--- src/rtl/sar_search_ctrl.sv ---
// sar_search_ctrl: binary-search controller driving a magnitude comparator to locate an unknown target
module sar_search_ctrl #(
  parameter int WIDTH = 16
) (
  input  logic             clk,
  input  logic             rst,
  input  logic             start,
  input  logic             cmp_gt,
  input  logic             cmp_lt,
  input  logic             cmp_eq,
  output logic [WIDTH-1:0] guess,
  output logic             busy,
  output logic             done,
  output logic             found,
  output logic             err,
  output logic [WIDTH-1:0] result,
  output logic [4:0]       iter_count
);
  typedef enum logic [1:0] {IDLE, SEARCH, DONE} state_t;
  localparam logic [WIDTH-1:0] MAX = '1;
  state_t state_q, state_d;
  logic [WIDTH-1:0] lo_q, lo_d, hi_q, hi_d, guess_q, guess_d, result_q, result_d;
  logic found_q, found_d, err_q, err_d;
  logic [4:0] iter_q, iter_d;
  function automatic logic [WIDTH-1:0] mid(input logic [WIDTH-1:0] l, input logic [WIDTH-1:0] h);
    return WIDTH'({1'b0, l} + (({1'b0, h} - {1'b0, l}) >> 1));
  endfunction
  always_comb begin
    state_d  = state_q;
    lo_d     = lo_q;
    hi_d     = hi_q;
    guess_d  = guess_q;
    found_d  = found_q;
    err_d    = err_q;
    result_d = result_q;
    iter_d   = iter_q;
    case (state_q)
      IDLE: if (start) begin
        lo_d     = '0;
        hi_d     = MAX;
        guess_d  = mid('0, MAX);
        found_d  = 1'b0;
        err_d    = 1'b0;
        result_d = '0;
        iter_d   = '0;
        state_d  = SEARCH;
      end
      SEARCH: begin
        iter_d = iter_q + 5'd1;
        if (!$onehot({cmp_gt, cmp_lt, cmp_eq})) begin
          err_d   = 1'b1;
          found_d = 1'b0;
          state_d = DONE;
        end else if (cmp_eq) begin
          found_d  = 1'b1;
          result_d = guess_q;
          state_d  = DONE;
        end else if ((cmp_gt && guess_q == hi_q) || (cmp_lt && guess_q == lo_q)) begin
          state_d = DONE;
        end else begin
          // end-of-range checks above guarantee these never wrap
          lo_d    = cmp_gt ? guess_q + WIDTH'(1) : lo_q;
          hi_d    = cmp_lt ? guess_q - WIDTH'(1) : hi_q;
          guess_d = mid(lo_d, hi_d);
        end
      end
      default: state_d = IDLE;
    endcase
  end
  always_ff @(posedge clk) begin
    if (rst) begin
      state_q  <= IDLE;
      lo_q     <= '0;
      hi_q     <= MAX;
      guess_q  <= '0;
      found_q  <= 1'b0;
      err_q    <= 1'b0;
      result_q <= '0;
      iter_q   <= '0;
    end else begin
      state_q  <= state_d;
      lo_q     <= lo_d;
      hi_q     <= hi_d;
      guess_q  <= guess_d;
      found_q  <= found_d;
      err_q    <= err_d;
      result_q <= result_d;
      iter_q   <= iter_d;
    end
  end
  assign guess      = guess_q;
  assign busy       = state_q == SEARCH;
  assign done       = state_q == DONE;
  assign found      = found_q;
  assign err        = err_q;
  assign result     = result_q;
  assign iter_count = iter_q;
endmodule

--- config.mk ---
export PLATFORM = sky130hd
export DESIGN_NAME = sar_search_ctrl
export DESIGN_NICKNAME = d
export VERILOG_FILES = /design/src/rtl/sar_search_ctrl.sv
export SDC_FILE = /design/constraint.sdc
export NUM_CORES = 1
export LEC_CHECK = 0
export CAP_MARGIN = 30
export CORE_MARGIN = 2
export CORE_UTILIZATION = 40
export CTS_BUF_LIST = sky130_fd_sc_hd__clkbuf_8
export DETAILED_ROUTE_END_ITERATION = 8
export DONT_BUFFER_PORTS = 1
export GPL_TIMING_DRIVEN = 0
export HOLD_SLACK_MARGIN = 0.08
export PLACE_DENSITY = 0.54
export SYNTH_ARGS = -nofsm -noshare
export SYNTH_HDL_FRONTEND = slang
export SYNTH_SLANG_ARGS = --single-unit
--- constraint.sdc ---
create_clock -name clk -period 10.9 [get_ports clk]
set_input_delay 0 -clock clk [delete_from_list [all_inputs] [get_ports clk]]
set_output_delay 0 -clock clk [all_outputs]
set_load 0.02 [all_outputs]
# [Yosys cells after proc, flatten, opt, wreduce, memory -nomap -nowiden]
# Cells that the tools add are included.
[totals] ff_bits=73 latch_bits=0 ram_bits=0 romBits=0 in_bits=6 output_inout_bits=41 elab_cells=72 memories=0
[classes] addsub=7 mul=0 div_mod_pow=0 n_lt_le_gt_ge=0 eq_ne=13 shifts=0 n_mux=33 bitwise_logic=0 n_reduce_logical=11
[op_table] cell="16-bit 2-to-1 mux" n=16
[op_table] cell="16-bit case mux with 2 select lines" n=4
[op_table] cell="16-bit equality test" n=2
[op_table] cell="16-bit by 16-bit subtractor with 17-bit output" n=1
[op_table] cell="16-bit by 1-bit adder with 16-bit output, second input constant" n=1
[op_table] cell="16-bit adder" n=1
[op_table] cell="16-bit by 1-bit subtractor with 16-bit output, second input constant" n=1
[op_table] cell="2-bit != test, second input constant" n=5
[op_table] cell="5-bit case mux with 2 select lines" n=1
[op_table] cell="2-bit 2-to-1 mux" n=4
[op_table] cell="3-bit AND reduction" n=2
[op_table] cell="5-bit by 1-bit adder with 5-bit output, second input constant" n=1
[op_table] cell="5-bit 2-to-1 mux" n=1
[op_table] cell="5-bit AND reduction" n=1
[op_table] cell="2-bit by 1-bit equality test with 1-bit output, second input constant" n=2
[op_table] cell="1-bit 2-to-1 mux" n=4
[op_table] cell="4-bit by 3-bit != test with 1-bit output, second input constant" n=1
[op_table] cell="1-bit case mux with 2 select lines" n=2
[op_table] cell="2-bit case mux with 2 select lines" n=1
[op_table] cell="2-bit AND reduction" n=2
[op_table] cell="4-bit AND reduction" n=1
[op_table] cell="3-bit != test, second input constant" n=1
[op_table] cell="1-bit by 1-bit adder with 2-bit output" n=1
[op_table] cell="2-bit by 1-bit adder with 2-bit output" n=1
[op_table] cell="6 further kinds" n=7

# [Logic depth before layout (Yosys ltp)]
[logic_depth] word_depth=8 mapped_depth=24

# [Least setup slack after synthesis]
# Ideal clock, no wire load.
[synth_timing] kind="reg2reg" start="register guess_q[0] (netlist: guess[0])" end="register guess_q[15] (netlist: guess[15])" arrival_time_ns=4.962 required_time_ns=10.826 slack_ns=5.864 stages_incl_launch_ff=23 period_less_slack_ns=5.036 cell_sequence="dfxtp_1 -> buf_1 -> inv_1 -> ha_1 -> or4b_1 -> a31oi_1 -> ha_1 -> o21a_1 -> o31a_1 -> o21ai_0 -> a21oi_1 -> o32ai_1 -> xnor2_1 -> ha_1 -> inv_1 -> o41ai_1 -> nor4_1 -> nor3_1 -> a41oi_1 -> a211o_1 -> xnor2_1 -> or3_1 -> o211ai_2"
[synth_between] elab_chain_len=8 elab_cells_between_ends=17
[synth_lines] element="start: declaration" line="22" rtl="logic [WIDTH-1:0] lo_q, lo_d, hi_q, hi_d, guess_q, guess_d, result_q, result_d;"
[synth_lines] element="start signal: assignment" line="84" rtl="guess_q <= guess_d;"
[synth_lines] element="16-bit by 1-bit subtractor with 16-bit output or 16-bit by 1-bit adder with 16-bit output (tied branches)" line="63, 62"
[synth_lines] element="16-bit 2-to-1 mux, on equally long branches" line="63, 62"
[synth_lines] element="16-bit by 16-bit subtractor with 17-bit output" line="26" rtl="return WIDTH'({1'b0, l} + (({1'b0, h} - {1'b0, l}) >> 1));"
[synth_lines] element="16-bit adder" line="26"
[synth_lines] element="16-bit 2-to-1 mux" line="58" rtl="end else if ((cmp_gt && guess_q == hi_q) || (cmp_lt && guess_q == lo_q)) begin"
[synth_lines] element="16-bit 2-to-1 mux" line="54" rtl="end else if (cmp_eq) begin"
[synth_lines] element="16-bit 2-to-1 mux" line="50" rtl="if (!$onehot({cmp_gt, cmp_lt, cmp_eq})) begin"
[synth_lines] element="16-bit case mux with 2 select lines" line="37" rtl="case (state_q)"
# Parallel ways exist; a longest one is shown, timed or not. The select of a mux whose other input is x is not followed.
# A chain may end at the register's enable or synchronous reset.

# [Worst setup path after layout]
# Same ends and word-level chain as after synthesis.

==> results.sh <==
export IMPL_synthTopCellsByCount="nor2_1, dfxtp_1, a21oi_1, nand2_1, xor2_1"
export IMPL_start_util=0.4056
export IMPL_period_share=0.5893
export IMPL_p_int_uw=579.3
export IMPL_crit_type="flop to flop"
export IMPL_max_slew_margin=0.4381
export IMPL_multi_input_area_sq_um=3533
export IMPL_synth_edf_count=0
export IMPL_power_switching_uw=358.5
export IMPL_dp_hpwl_um=12690
export IMPL_route_detailed_wl_per_inst_um=17.98
export IMPL_slew_viol_final=0
export IMPL_hold_path_class="input port to flop"
export IMPL_cts_sinks=73
export IMPL_p_per_area_nw_per_um2=161.0
export IMPL_arrival_ns=6.71
export IMPL_netlist_instances=698
export IMPL_die_w_um=119.2
export IMPL_synthArstFlopShare=0
export IMPL_drt_iter0_drc=313
export IMPL_route_vias_total=5003
export IMPL_worst_pin_slew_ns=0.8397
export IMPL_cts_made_buffers=9
export IMPL_nets=756
export IMPL_start_kind="flop"
export IMPL_synth_cell_types=61
export IMPL_setup_tns_ns=0
export IMPL_regArea_sq_um=1461
export IMPL_grt_overflow=0
export IMPL_fp_dieH_um=119.2
export IMPL_cp_data_required_time_ns=11.18
export IMPL_dieArea_sq_um=14210
export IMPL_grt_pass1_vias=4793
export IMPL_cts_tree="done"
export IMPL_max_clock_path_buffers=2
export IMPL_rrSetupSlack_ns=4.48
export IMPL_gp_congestion=0.9021
export IMPL_cts_root_buf="clkbuf_8"
export IMPL_drt_total_wl_um=16110
export IMPL_dp_cells=875
export IMPL_clk_latency_ns=0.35
export IMPL_vdd_ir_drop_max_mv=0.05091
export IMPL_cts_htree_levels=3
export IMPL_drv_max_cap_violation_count=0
export IMPL_cts_clk_slew_worst_paths_ns=0.08
export IMPL_switching_share=0.3823
export IMPL_layout_min_cycle_time_ns=6.424
export IMPL_pin_count=47
export IMPL_grt_pass1_wl_um=25550
export IMPL_grt_use_total=0.2296
export IMPL_antenna_found_initial=0
export IMPL_syn_area_sq_um=5308
export IMPL_power_frac_seq=0.315
export IMPL_p_clk_frac=0.279
export IMPL_yosysTopAreaCell="dfxtp_1"
export IMPL_dr_pass1_iters=7
export IMPL_rsz0062_at_grt="false"
export IMPL_report_final_hold_viol_count=0
export IMPL_antenna_left=0
export IMPL_syn_num_nets=739
export IMPL_design_core_area_sq_um=13090
export IMPL_rows=42
export IMPL_fillCellCount=1319
export IMPL_end_kind="flop"
export IMPL_setup_viol=0
export IMPL_avgSynthCellArea_sq_um=7.604
export IMPL_grt_max_degree=14
export IMPL_drc=0
export IMPL_post_synth_top_count_cell="nor2_1"
export IMPL_postCtsResizedCells=0
export IMPL_p_leak_nw=2.222
export IMPL_ys_seq_area_frac=0.2753
export IMPL_syn_to_final_growth_pct=9.760
export IMPL_drive_gt1_frac=0.05278
export IMPL_status="complete, no violations"
export IMPL_p_comb_frac=0.406
export IMPL_fmax_mhz=155.7
export IMPL_synthTopCellsByArea="dfxtp_1, xor2_1, ha_1"
export IMPL_port_buffers=0
export IMPL_diodes=0
export IMPL_ys_flop_type="dfxtp_1"
export IMPL_instances_no_fill=896
export IMPL_via_per_inst=5.584
export IMPL_clock_skew_ns=0.007514
export IMPL_yosys_warnings=0
export IMPL_ys_ff_latch=73
export IMPL_synth_top_cell_area_share=0.2753
export IMPL_worstPathMaxFanout=10
[cell families (layout without fill, tap and decap cells)]
| logic type | count (synthesis) | in the layout | synth area share |
|---|---|---|---|
| AO/OA/AOI/OAI | 174 | 174 | 0.2152 |
| adder cells (fa/ha/maj) | 35 | 35 | 0.08675 |
| flip-flops | 73 | 73 | 0.2753 |
| multiplexers | 3 | 3 | 0.005893 |
| AND/OR/NAND/NOR | 250 | 250 | 0.2242 |
| buffers and inverters | 82 | 104 | 0.05893 |
| XOR/XNOR | 81 | 81 | 0.1337 |
[placed cells by master (no fill, tap or decap), types with 4 or more instances in the layout]
cell type / n
o22a_1: 11
dfxtp_1: 73
nand2_1: 56
buf_2: 5
clkbuf_1: 38
a21oi_1: 61
ha_1: 32
a31oi_1: 4
a311oi_1: 4
buf_1: 4
inv_1: 36
a22oi_1: 4
o21ai_0: 30
nand3_1: 39
xor2_1: 46
nor3_1: 12
and3_1: 5
or3_1: 5
or2_2: 6
nor4_1: 12
nand4_1: 6
nor2_1: 84
nand2b_1: 8
a21o_1: 4
dlygate4sd3_1: 5
o21ai_1: 5
o21bai_1: 4
a211oi_1: 16
o21a_1: 5
xnor2_1: 35
clkbuf_8: 9
[flip-flops by register name, indices dropped and copies added, names as in the netlist]
name and count:
guess 16, hi_q 16, lo_q 16, result 16, iter_count 5, state_q 2
err 1, found 1
[layout make-up]
| cell class | instances | share of cell area |
|---|---|---|
| Multi-Input combinational cell | 543 | 0.6065 |
| Sequential cell | 73 | 0.2509 |
| Tap cell | 176 | 0.03780 |
| Buffer | 46 | 0.03050 |
| Inverter | 36 | 0.02320 |
| Clock buffer | 9 | 0.02126 |
| Clock inverter | 7 | 0.02040 |
| Timing Repair Buffer | 6 | 0.009450 |
[metal layers]
layer / vias up / global-route usage / wire (um)
met4: 0 / 0.08185 / 439
li1: 2488 / - / -
met3: 30 / 0.04598 / 913
met1: 2342 / 0.2971 / 7407
met5: - / 0 / 0
met2: 143 / 0.3790 / 7353
[per-stage QoR]
stage	setup WS [ns]	total power, mW	hold WS, ns	area [sq um]	utilization
finish	4.476	0.9378	0.1227	5826	0.4452
global route	4.105	0.9960	0.1471	5826	0.4452
CTS	4.532	0.9412	0.08981	5826	0.4452
detailed placement	4.571	0.6779	0.2488	5533	0.4228
global placement	4.650	0.6709	0.2355	5528	0.4225
floorplan	5.864	0.5918	0.2064	5308	-
[power groups by stage]
stage	clock, mW	combinational [mW]	sequential [mW]
floorplan	0	0.294	0.298
global placement	0	0.369	0.302
detailed placement	0	0.376	0.302
CTS	0.266	0.380	0.296
global route	0.274	0.424	0.297
finish	0.261	0.381	0.296
[timing repair]
item | 4_1_cts | 5_1_grt
hold buffers | 5 | 0
buffers inserted | 0 | 0
hold endpoints to repair | 17 | 0
endpoints found under the setup margin | 0 | 0
[path summary, 6_finish.rpt]
kind | cells after the start | end | startpoint
setup / recovery | 22 | guess[15] | guess[0]
hold / removal | 3 | hi_q[9] | cmp_lt
setup reg to reg | 22 | guess[15] | guess[0]
hold reg to reg | 2 | lo_q[2] | lo_q[2]
[worst max-delay path, cell delays in order, from the launching register on]
cell,delay [ns]
dfxtp_1,0.43
buf_1,0.32
inv_1,0.16
ha_1,0.24
or4b_1,0.57
a31oi_1,0.44
ha_1,0.35
o21a_1,0.13
o31a_1,0.13
o21ai_0,0.15
a21oi_1,0.06
o32ai_1,0.54
xnor2_1,0.16
ha_1,0.35
inv_1,0.08
o41ai_1,0.66
nor4_1,0.10
nor3_1,0.37
a41oi_1,0.25
a211o_1,0.33
xnor2_1,0.13
or3_1,0.32
o211ai_2,0.08
Note: power is estimated with default switching activity, not from simulation.
